`src/rtl/uart_rx_if.sv`:
```
// uart_rx_if: serial input and received-byte outputs of the UART receiver
interface uart_rx_if;
  logic rx;
  logic [7:0] data;
  logic valid;
  logic frame_err;
  logic busy;
  modport master (output rx, input data, valid, frame_err, busy);
  modport slave (input rx, output data, valid, frame_err, busy);
endinterface

```
`src/rtl/uart_rx.sv`:
```
// uart_rx: 8N1 UART receiver with mid-bit sampling and framing-error detection
module uart_rx #(
  parameter int unsigned CLKS_PER_BIT = 414
) (
  input logic CLKIN,
  input logic RESETN,
  uart_rx_if.slave u
);
  localparam logic [15:0] H = 16'(CLKS_PER_BIT / 2);
  localparam logic [15:0] N = 16'(CLKS_PER_BIT);
  localparam logic [2:0] IDLE = 3'd0, START = 3'd1, DATA = 3'd2, STOP = 3'd3, BREAK = 3'd4;
  logic [2:0] state;
  logic [15:0] cnt;
  logic [2:0] idx;
  logic [7:0] sr;
  logic [7:0] data;
  logic [1:0] sync;
  logic valid;
  logic frame_err;
  logic rx_s;
  logic hit;
  assign rx_s = sync[1];
  // START waits half a bit to land on mid-bit; later states wait a full bit
  assign hit = cnt == ((state == START) ? H - 16'd1 : N - 16'd1);
  always_ff @(posedge CLKIN or negedge RESETN)
    if (!RESETN) begin
      sync <= 2'b11;
      state <= IDLE;
      cnt <= '0;
      idx <= '0;
      sr <= '0;
      data <= '0;
      valid <= 1'b0;
      frame_err <= 1'b0;
    end else begin
      sync <= {sync[0], u.rx};
      valid <= 1'b0;
      frame_err <= 1'b0;
      case (state)
        IDLE: if (!rx_s) begin
          state <= START;
          cnt <= '0;
        end
        START: if (!hit) cnt <= cnt + 16'd1;
        else if (!rx_s) begin
          state <= DATA;
          cnt <= '0;
          idx <= '0;
        end else state <= IDLE;
        DATA: if (!hit) cnt <= cnt + 16'd1;
        else begin
          sr <= {rx_s, sr[7:1]};
          cnt <= '0;
          idx <= idx + 3'd1;
          if (idx == 3'd7) state <= STOP;
        end
        STOP: if (!hit) cnt <= cnt + 16'd1;
        else begin
          cnt <= '0;
          if (rx_s) begin
            data <= sr;
            valid <= 1'b1;
            state <= IDLE;
          end else begin
            frame_err <= 1'b1;
            state <= BREAK;
          end
        end
        BREAK: if (rx_s) state <= IDLE;
        default: state <= IDLE;
      endcase
    end
  assign u.data = data;
  assign u.valid = valid;
  assign u.frame_err = frame_err;
  assign u.busy = state != IDLE;
endmodule

```
`src/flat_wrapper.sv`:
```
// flat-port wrapper written by rule: the top's interface ports become plain ports
module uart_rx_flat 
#(
  parameter int unsigned CLKS_PER_BIT = 414
)
  (CLKIN, RESETN, u_rx, u_data, u_valid, u_frame_err, u_busy);
  uart_rx_if u_i ();
  input logic CLKIN;
  input logic RESETN;
  input wire logic [$bits(u_i.rx)-1:0] u_rx;
  output wire logic [$bits(u_i.data)-1:0] u_data;
  output wire logic [$bits(u_i.valid)-1:0] u_valid;
  output wire logic [$bits(u_i.frame_err)-1:0] u_frame_err;
  output wire logic [$bits(u_i.busy)-1:0] u_busy;
  assign u_i.rx = u_rx;
  assign u_data = u_i.data;
  assign u_valid = u_i.valid;
  assign u_frame_err = u_i.frame_err;
  assign u_busy = u_i.busy;
  uart_rx #(.CLKS_PER_BIT(CLKS_PER_BIT)) u_core (.CLKIN(CLKIN), .RESETN(RESETN), .u(u_i));
endmodule
```
`config.mk`:
```
export PLATFORM = sky130hd
export DESIGN_NAME = uart_rx_flat
export DESIGN_NICKNAME = d
export VERILOG_FILES = /design/src/rtl/uart_rx_if.sv /design/src/rtl/uart_rx.sv /design/src/flat_wrapper.sv
export SDC_FILE = /design/constraint.sdc
export NUM_CORES = 1
export LEC_CHECK = 0
export ABC_AREA = 1
export CAP_MARGIN = 20
export CORE_MARGIN = 3
export CORE_UTILIZATION = 64
export CTS_CLUSTER_DIAMETER = 80
export DETAILED_ROUTE_END_ITERATION = 16
export PLACE_DENSITY = 0.89
export SYNTH_ARGS = -nofsm -noshare
export SYNTH_HDL_FRONTEND = slang
export SYNTH_SLANG_ARGS = --single-unit
```
`constraint.sdc`:
```
create_clock -name CLKIN -period 4.55 [get_ports CLKIN]
set_input_delay 0.6825 -clock CLKIN [delete_from_list [all_inputs] [get_ports CLKIN]]
set_output_delay 0.6825 -clock CLKIN [all_outputs]
set_load 0.01 [all_outputs]
```
# Word level (Yosys, flattened, before mapping)
# Cells that the tools add are included.
# totals
register_bits	42
latch_bits	0
ramBits	0
romBits	0
input_bits	3
output_inout_bits	11
elab_cells	56
n_memories	0
# classes
add_sub_neg	2
n_mul	0
n_div	0
order_cmp	0
n_eq_ne	13
n_shift	0
muxes	24
bitwise	0
n_reduce_logical	9
# op_table
operator	count
16-bit two-way mux	3
16-bit one-hot mux with 3 select lines	1
3-bit two-way mux	10
16-bit by 1-bit adder with 16-bit output, second input constant	1
16-bit == test	1
3-bit one-hot mux with 5 select lines	1
2-bit by 1-bit != test with 1-bit output, second input constant	5
9-bit two-way mux	1
3-bit by 2-bit == test with 1-bit output, second input constant	2
3-bit == test, second input constant	2
1-bit two-way mux	6
3-bit one-hot mux with 2 select lines	1
6-bit AND reduction	1
3-bit nonzero test	2
2-bit != test, second input constant	2
4-bit AND reduction	1
3-bit by 1-bit adder with 3-bit output, second input constant	1
3-bit by 1-bit == test with 1-bit output, second input constant	1
3-bit zero test	1
3-bit AND reduction	1
2-bit two-way mux	1
2-bit AND reduction	1
2-bit nonzero test	1
2-bit OR reduction	1

# Logic depth before layout (Yosys ltp)
# Gate-level depths: netlist of run 1.
# depth
ltp_word	5
ltp_mapped	13
ltp_nobuf	13

# Least setup slack after synthesis of run 1
# No wires, ideal clock.
# synth_path
path_kind	reg2out
from	reg u_core.state[2]
to	out u_busy
t_arrival_ns	1.160
required_ns	3.868
path_slack_ns	2.707
path_stages_with_launch	5
n_path_buf	2
path_cell_list	dfrtp_1 inv_2 clkbuf_1 clkbuf_1 nand2_1
# synth_via
elab_chain_len	1
# synth_lines
element	line_no	source
start: declaration	uart_rx.sv:12	logic [2:0] state;
start signal: assignment	uart_rx.sv:28	state <= IDLE;
start signal: assignment	uart_rx.sv:41	state <= START;
start signal: assignment	uart_rx.sv:46	state <= DATA;
3-bit nonzero test	uart_rx.sv:76	assign u.busy = state != IDLE;
end: declaration	flat_wrapper.sv:14	output wire logic [$bits(u_i.busy)-1:0] u_busy;
# No other way between the ends.

# Final worst setup path of run 1
# Ends and elaborated chain as after synthesis.

==> out/metrics.yaml, run 1 <==
outcome: "finished, final reports clean"
drcViolationCount: 0
synth-seq-area-share_pct: 42.8
syn_area_mm2: 0.00246
vias: 2116
cts_buffers: 5
hpwl_um: 3720
fin_crit_sh_pct: 55.7
die_area_mm2: 0.00462
syn_inst: 326
wl_per_cell_um: 13.5
layout_common_cells: "96 x nand2_1, 40 x dfrtp_1, 36 x inv_1"
setup_tns_ns: 0
clockRootBuffer: "clkbuf_8"
gp_congestion: 0.969
arrival_ns: 1.85
fp-row-count: 21
relSlewSlack_pct: 38.5
grt_pass1_wl_um: 8670
yosysWarnings: 0
design.core.area_mm2: 0.00352
max_freq_mhz: 395
fin_nets: 343
layout_commonest_cell: "nand2_1"
slew_viol_final: 0
cp_slowest_cell: "dfrtp_1"
drtIter0Drc: 187
startpoint_type: "flop"
grt_max_degree: 43
cts_tree: "done"
clk_latency_ns: 0.29
critPathKind: "flop to output port"
io_buffer_count: 13
num_antenna_cells: 0
min_period_ns: 2.53
tightest_slew_ns: 0.922
htree_levels: 2
totalWireLength_um: 5200
n_fill_cell: 259
ys_ff_latch: 42
synth_fp_nets: 332
synth.distinct_cells: 29
clock_sinks: 42
overflow: 0
cts.reportedPaths.clkPinSlew_ns: 0.08
ant_nets: 0
hold_path.class: "flop to flop"
required_ns: 3.87
finalSetupViolCount: 0
cp_max_fo: 20
area_growth_pct: 9.06
powerDensity_mw_per_mm2: 236
die_x_um: 68.0
grt_pass1_vias: 1839
setup.worst_path.end_class: "output port"
cts-resized-gates: 0
drt-vias-per-instance: 5.51
max_stage_delay_ns: 0.65
vdd_drop_max_mv: 0.177
first_pass_iters: 5
synth_area_per_cell_um2: 7.54
finClkSkew_ns: 0.0104
drive_above_1_share_pct: 15.1
path_cells: "inv_2, nand2_1, clkdlybuf4s50_1"
cts_hold_buf: 0
grt_setup_unrepaired: "false"
fp.dieH_um: 68.0
grt_usage_pct: 25.4
preCtsSetupSlack_ns: 2.34
clock_path_buffers: 2
maxCapViolCount: 0
hold_viol_final: 0
antenna_found_initial: 0
hold_ws_ns: 0.359
io_pins: 14
p_leak_nw: 1.34
fin_ws_ns: 2.02
cts_setup_buffers: 0
start_util_pct: 69.8
power.total_mw: 0.633
cell families (layout without fill, tap and decap cells):
kind of cell             Yosys count  after routing  share of synthesized area, %
buffers and inverters             53             65                          8.91
flip-flops                        42             42                          42.8
AND/OR/NAND/NOR                  184            184                          34.2
adder cells (fa/ha/maj)            3              3                          1.53
AO/OA/AOI/OAI                     39             39                          10.7
XOR/XNOR                           5              5                          1.78
power by group:
group	internal (mW)	switching [mW]
logic	0.00159	0.00899
registers	0.375	0.00187
clock network	0.122	0.123
metal layers:
layer	track usage, %	up-vias	share of wire (%)
met2	39.8	77	46
li1	-	1058	-
met3	4.76	11	6.9
met1	35.9	970	45
met4	7.69	0	1.6
met5	0	-	0
per-stage QoR:
step / util, % / std cells / instance area, um^2
floorplan: - / 326 / 2460
global placement: 73.6 / 376 / 2590
detailed placement: 73.6 / 376 / 2590
CTS: 76.2 / 384 / 2680
global route: 76.2 / 384 / 2680
finish: 76.2 / 384 / 2680
critical path, delay by kind of cell (launching register included):
family	cells	cell delay (ns)
DFF	1	0.65
and+or+nand+nor	1	0.12
buffers and inverters	2	0.80
path summary, 6_finish.rpt:
check	startpoint	slack (ns)	endpoint	cells past startpoint
worst max-delay path	u_core.state[2]$_DFFE_PN0P_	2.02	u_busy	3
worst min-delay path	u_core.sync[0]$_DFF_PN1_	0.36	u_core.sync[1]$_DFF_PN1_	0
worst max register to register	u_core.state[2]$_DFFE_PN0P_	2.44	u_core.sr[7]$_DFFE_PN0P_	12
worst min register to register	u_core.sync[0]$_DFF_PN1_	0.36	u_core.sync[1]$_DFF_PN1_	0
max in group asynchronous	RESETN	3.45	u_core.idx[2]$_DFFE_PN0P_	1
min in group asynchronous	RESETN	0.52	u_core.cnt[1]$_DFFE_PN0P_	1
synth_stat cells:
| cell type | number | area, um^2 |
|---|---|---|
| nor3_1 | 9 | 45.0 |
| nand4_1 | 8 | 50.1 |
| nor2_2 | 2 | 12.5 |
| o211ai_1 | 2 | 15.0 |
| nand3b_1 | 3 | 22.5 |
| o21ai_0 | 9 | 45.0 |
| buf_6 | 2 | 22.5 |
| xor2_1 | 5 | 43.8 |
| dfstp_2 | 2 | 52.6 |
| or2_2 | 1 | 6.26 |
| ha_1 | 3 | 37.5 |
| nor2_1 | 27 | 101 |
| a21oi_1 | 5 | 25.0 |
| inv_4 | 1 | 6.26 |
| inv_1 | 36 | 135 |
| o21ai_2 | 15 | 131 |
| nand2_4 | 4 | 45.0 |
| nand3_2 | 1 | 10.0 |
| dfrtp_1 | 40 | 1000 |
| nand2_1 | 96 | 360 |
| o21ai_1 | 3 | 15.0 |
| nor2_4 | 2 | 22.5 |
| a22oi_1 | 1 | 7.51 |
| nand2_2 | 8 | 50.1 |
| buf_2 | 2 | 10.0 |
| a31oi_1 | 4 | 25.0 |
| nand3_1 | 23 | 115 |
| inv_2 | 7 | 26.3 |
| clkbuf_1 | 5 | 18.8 |
registers in the layout (all words and copies together), names as in the netlist:
| register | flops |
|---|---|
| u_core.cnt | 16 |
| u_core.sr | 8 |
| u_core.u.data | 8 |
| u_core.idx | 3 |
| u_core.state | 3 |
| u_core.sync | 2 |
| u_core.u.frame_err | 1 |
| u_core.u.valid | 1 |
area by class of cell:
| class | count | area [um^2] | area share (%) |
|---|---|---|---|
| inverters | 44 | 168 | 6.25 |
| multi-input cells | 231 | 1190 | 44.2 |
| clock buffers | 7 | 86.3 | 3.22 |
| clock inverters | 1 | 5.00 | 0.187 |
| repair buffers | 13 | 125 | 4.67 |
| well taps | 46 | 57.6 | 2.15 |
| flip-flops and latches | 42 | 1050 | 39.3 |
Power figures use the tool's default switching activity.
==> run 2, diff against run 1 <==
Settings changed: CORE_UTILIZATION 64 to 54, PLACE_DENSITY 0.89 to 0.8.
Clock period 4.55 ns to 2.25 ns, I/O delays scaled along.
==> run 2 against run 1 <==
  * Flip-flop and latch count is the same
  * Core utilization shrank 11 points
  * Worst setup slack lost 1.9 ns
  * Non-clock buffer count grew 6
  * Sequential power grew 100%
  * Worst hold slack gained 0.0036 ns
  * First-iteration DRC count shrank 9.6%
  * Final cell count grew 2.6%
  * Critical path depth grew 1
  * Sequential share of layout area shrank 0.81 points
  * Clock skew shrank 0.0069 ns
==> out/metrics.yaml, run 2 (synthesis results as in run 1) <==
max_stage_delay_ns: 0.56
fin_crit_sh_pct: 92.9
min_period_ns: 2.09
multi_input_area_mm2: 0.00119
tightest_slew_ns: 0.451
drt-vias-per-instance: 5.46
n_fill_cell: 363
hold_path.class: "flop to flop"
relSlewSlack_pct: 69.9
clock_path_buffers: 2
path_cells: "inv_2, buf_4, nand2_1, clkdlybuf4s50_1"
fp-row-count: 23
outcome: "finished, final reports clean"
ant_nets: 0
powerDensity_mw_per_mm2: 474
r2r_start: "u_core.cnt[10]$_DFFE_PN0P_"
clockRootBuffer: "clkbuf_8"
seq_area_mm2: 0.00105
maxCapViolCount: 0
cts_setup_buffers: 0
fin_nets: 349
drcViolationCount: 0
startpoint_type: "flop"
antenna_found_initial: 0
finalSetupViolCount: 0
totalWireLength_um: 5430
critPathKind: "flop to output port"
holdPathStages: 0
cts.reportedPaths.clkPinSlew_ns: 0.08
fin_area_mm2: 0.00274
grt_max_degree: 27
cpLargestDelayFamily: "buffers and inverters"
p_leak_nw: 1.37
finClkSkew_ns: 0.00354
wl_per_cell_um: 13.8
setup.worst_path.end_class: "output port"
drive_above_1_share_pct: 16.6
largest_register: "u_core.cnt"
num_antenna_cells: 0
vias: 2153
start_util_pct: 58.5
min-delay-start: "u_core.sync[0]$_DFF_PN1_"
layout_common_cells: "96 x nand2_1, 40 x dfrtp_1, 36 x inv_1"
cp_max_fo: 19
design.core.area_mm2: 0.00420
arrival_ns: 1.75
power.total_mw: 1.30
fp.dieH_um: 73.5
post_dp_cell_area_mm2: 0.00263
ff2ff_path_depth: 11
htree_levels: 2
grt_pass1_wl_um: 9180
die_x_um: 73.5
required_ns: 1.91
hold_viol_final: 0
largest_reg_flops: 16
cp_slowest_cell: "dfrtp_1"
grt_pass1_vias: 2018
clock_sinks: 42
r2r_end: "u_core.cnt[13]$_DFFE_PN0P_"
area_growth_pct: 11.3
vdd_drop_max_mv: 0.533
io_pins: 14
cts_tree: "done"
overflow: 0
slew_viol_final: 0
grt_setup_unrepaired: "false"
placed_cells: 385
max_freq_mhz: 479
io_buffer_count: 13
drtIter0Drc: 169
first_pass_iters: 5
gp_congestion: 0.910
setup_tns_ns: 0
grt_usage_pct: 21.9
rrSetupSlack_ns: 0.46
die_area_mm2: 0.00540
reg_top3: "u_core.cnt: 16 flops, u_core.sr: 8 flops, u_core.u.data: 8 flops"
min_to: "u_core.sync[1]$_DFF_PN1_"
cp_num_cells: 4
layout_commonest_cell: "nand2_1"
path_buf_inv: 3
fin_cells: 394
clk_latency_ns: 0.29
cts_buffers: 5
cts-resized-gates: 0
hpwl_um: 4040
[run 2: cell types whose count changed in the layout (fill, tap and decap cells not counted)]
cell	delta
buf_4	+5
clkbuf_1	-1
clkinvlp_4	+1
dlygate4sd3_1	+1
[run 2: what timing repair did]
action / CTS / global route
hold endpoints to repair: 14 / 0
endpoints found under the setup margin: 0 / 0
hold buffers: 1 / 0
[run 2: cell type report]
cell class | instances | share of cell area (%)
Timing Repair Buffer | 19 | 6.31
Multi-Input combinational cell | 231 | 43.3
Sequential cell | 42 | 38.5
Clock buffer | 6 | 3.02
Inverter | 44 | 6.12
Clock inverter | 2 | 0.457
Tap cell | 50 | 2.29
[run 2: worst max path at each step]
stage,to,from
after global routing,u_busy,u_core.state[2]$_DFFE_PN0P_
after floorplan,u_core.sr[7]$_DFFE_PN0P_,u_core.state[2]$_DFFE_PN0P_
after CTS,u_busy,u_core.state[2]$_DFFE_PN0P_
final,u_busy,u_core.state[2]$_DFFE_PN0P_
after global placement,u_busy,u_core.state[2]$_DFFE_PN0P_
after detailed placement,u_busy,u_core.state[2]$_DFFE_PN0P_
[run 2: stage by stage]
| step | setup WS [ns] | hold WS [ns] | util [%] |
|---|---|---|---|
| floorplan | 0.722 | 0.0419 | - |
| global placement | 0.533 | 0.284 | 62.7 |
| detailed placement | 0.511 | 0.289 | 62.7 |
| CTS | 0.163 | 0.365 | 65.2 |
| global route | 0.0407 | 0.368 | 65.2 |
| finish | 0.161 | 0.363 | 65.2 |
[run 2: metal layers]
metal / share of wire (%) / vias up / wire length [um] / track usage (%)
li1: - / 1068 / - / -
met1: 45 / 1000 / 2450 / 30.3
met2: 47 / 74 / 2530 / 34.5
met3: 6.9 / 11 / 377 / 4.24
met4: 1.3 / 0 / 70 / 7.04
met5: 0 / - / 0 / 0
[run 2: power breakdown]
group          switching [mW]  internal, mW
Combinational          0.0225       0.00664
Clock                   0.264         0.247
Sequential           0.000728         0.757
Total                   0.288          1.01
==> run 3, diff against run 2 <==
Settings changed: GPL_TIMING_DRIVEN set to 1.
==> results of run 3 <==
No change in the layout: final DEF, timing and power equal those of run 2.
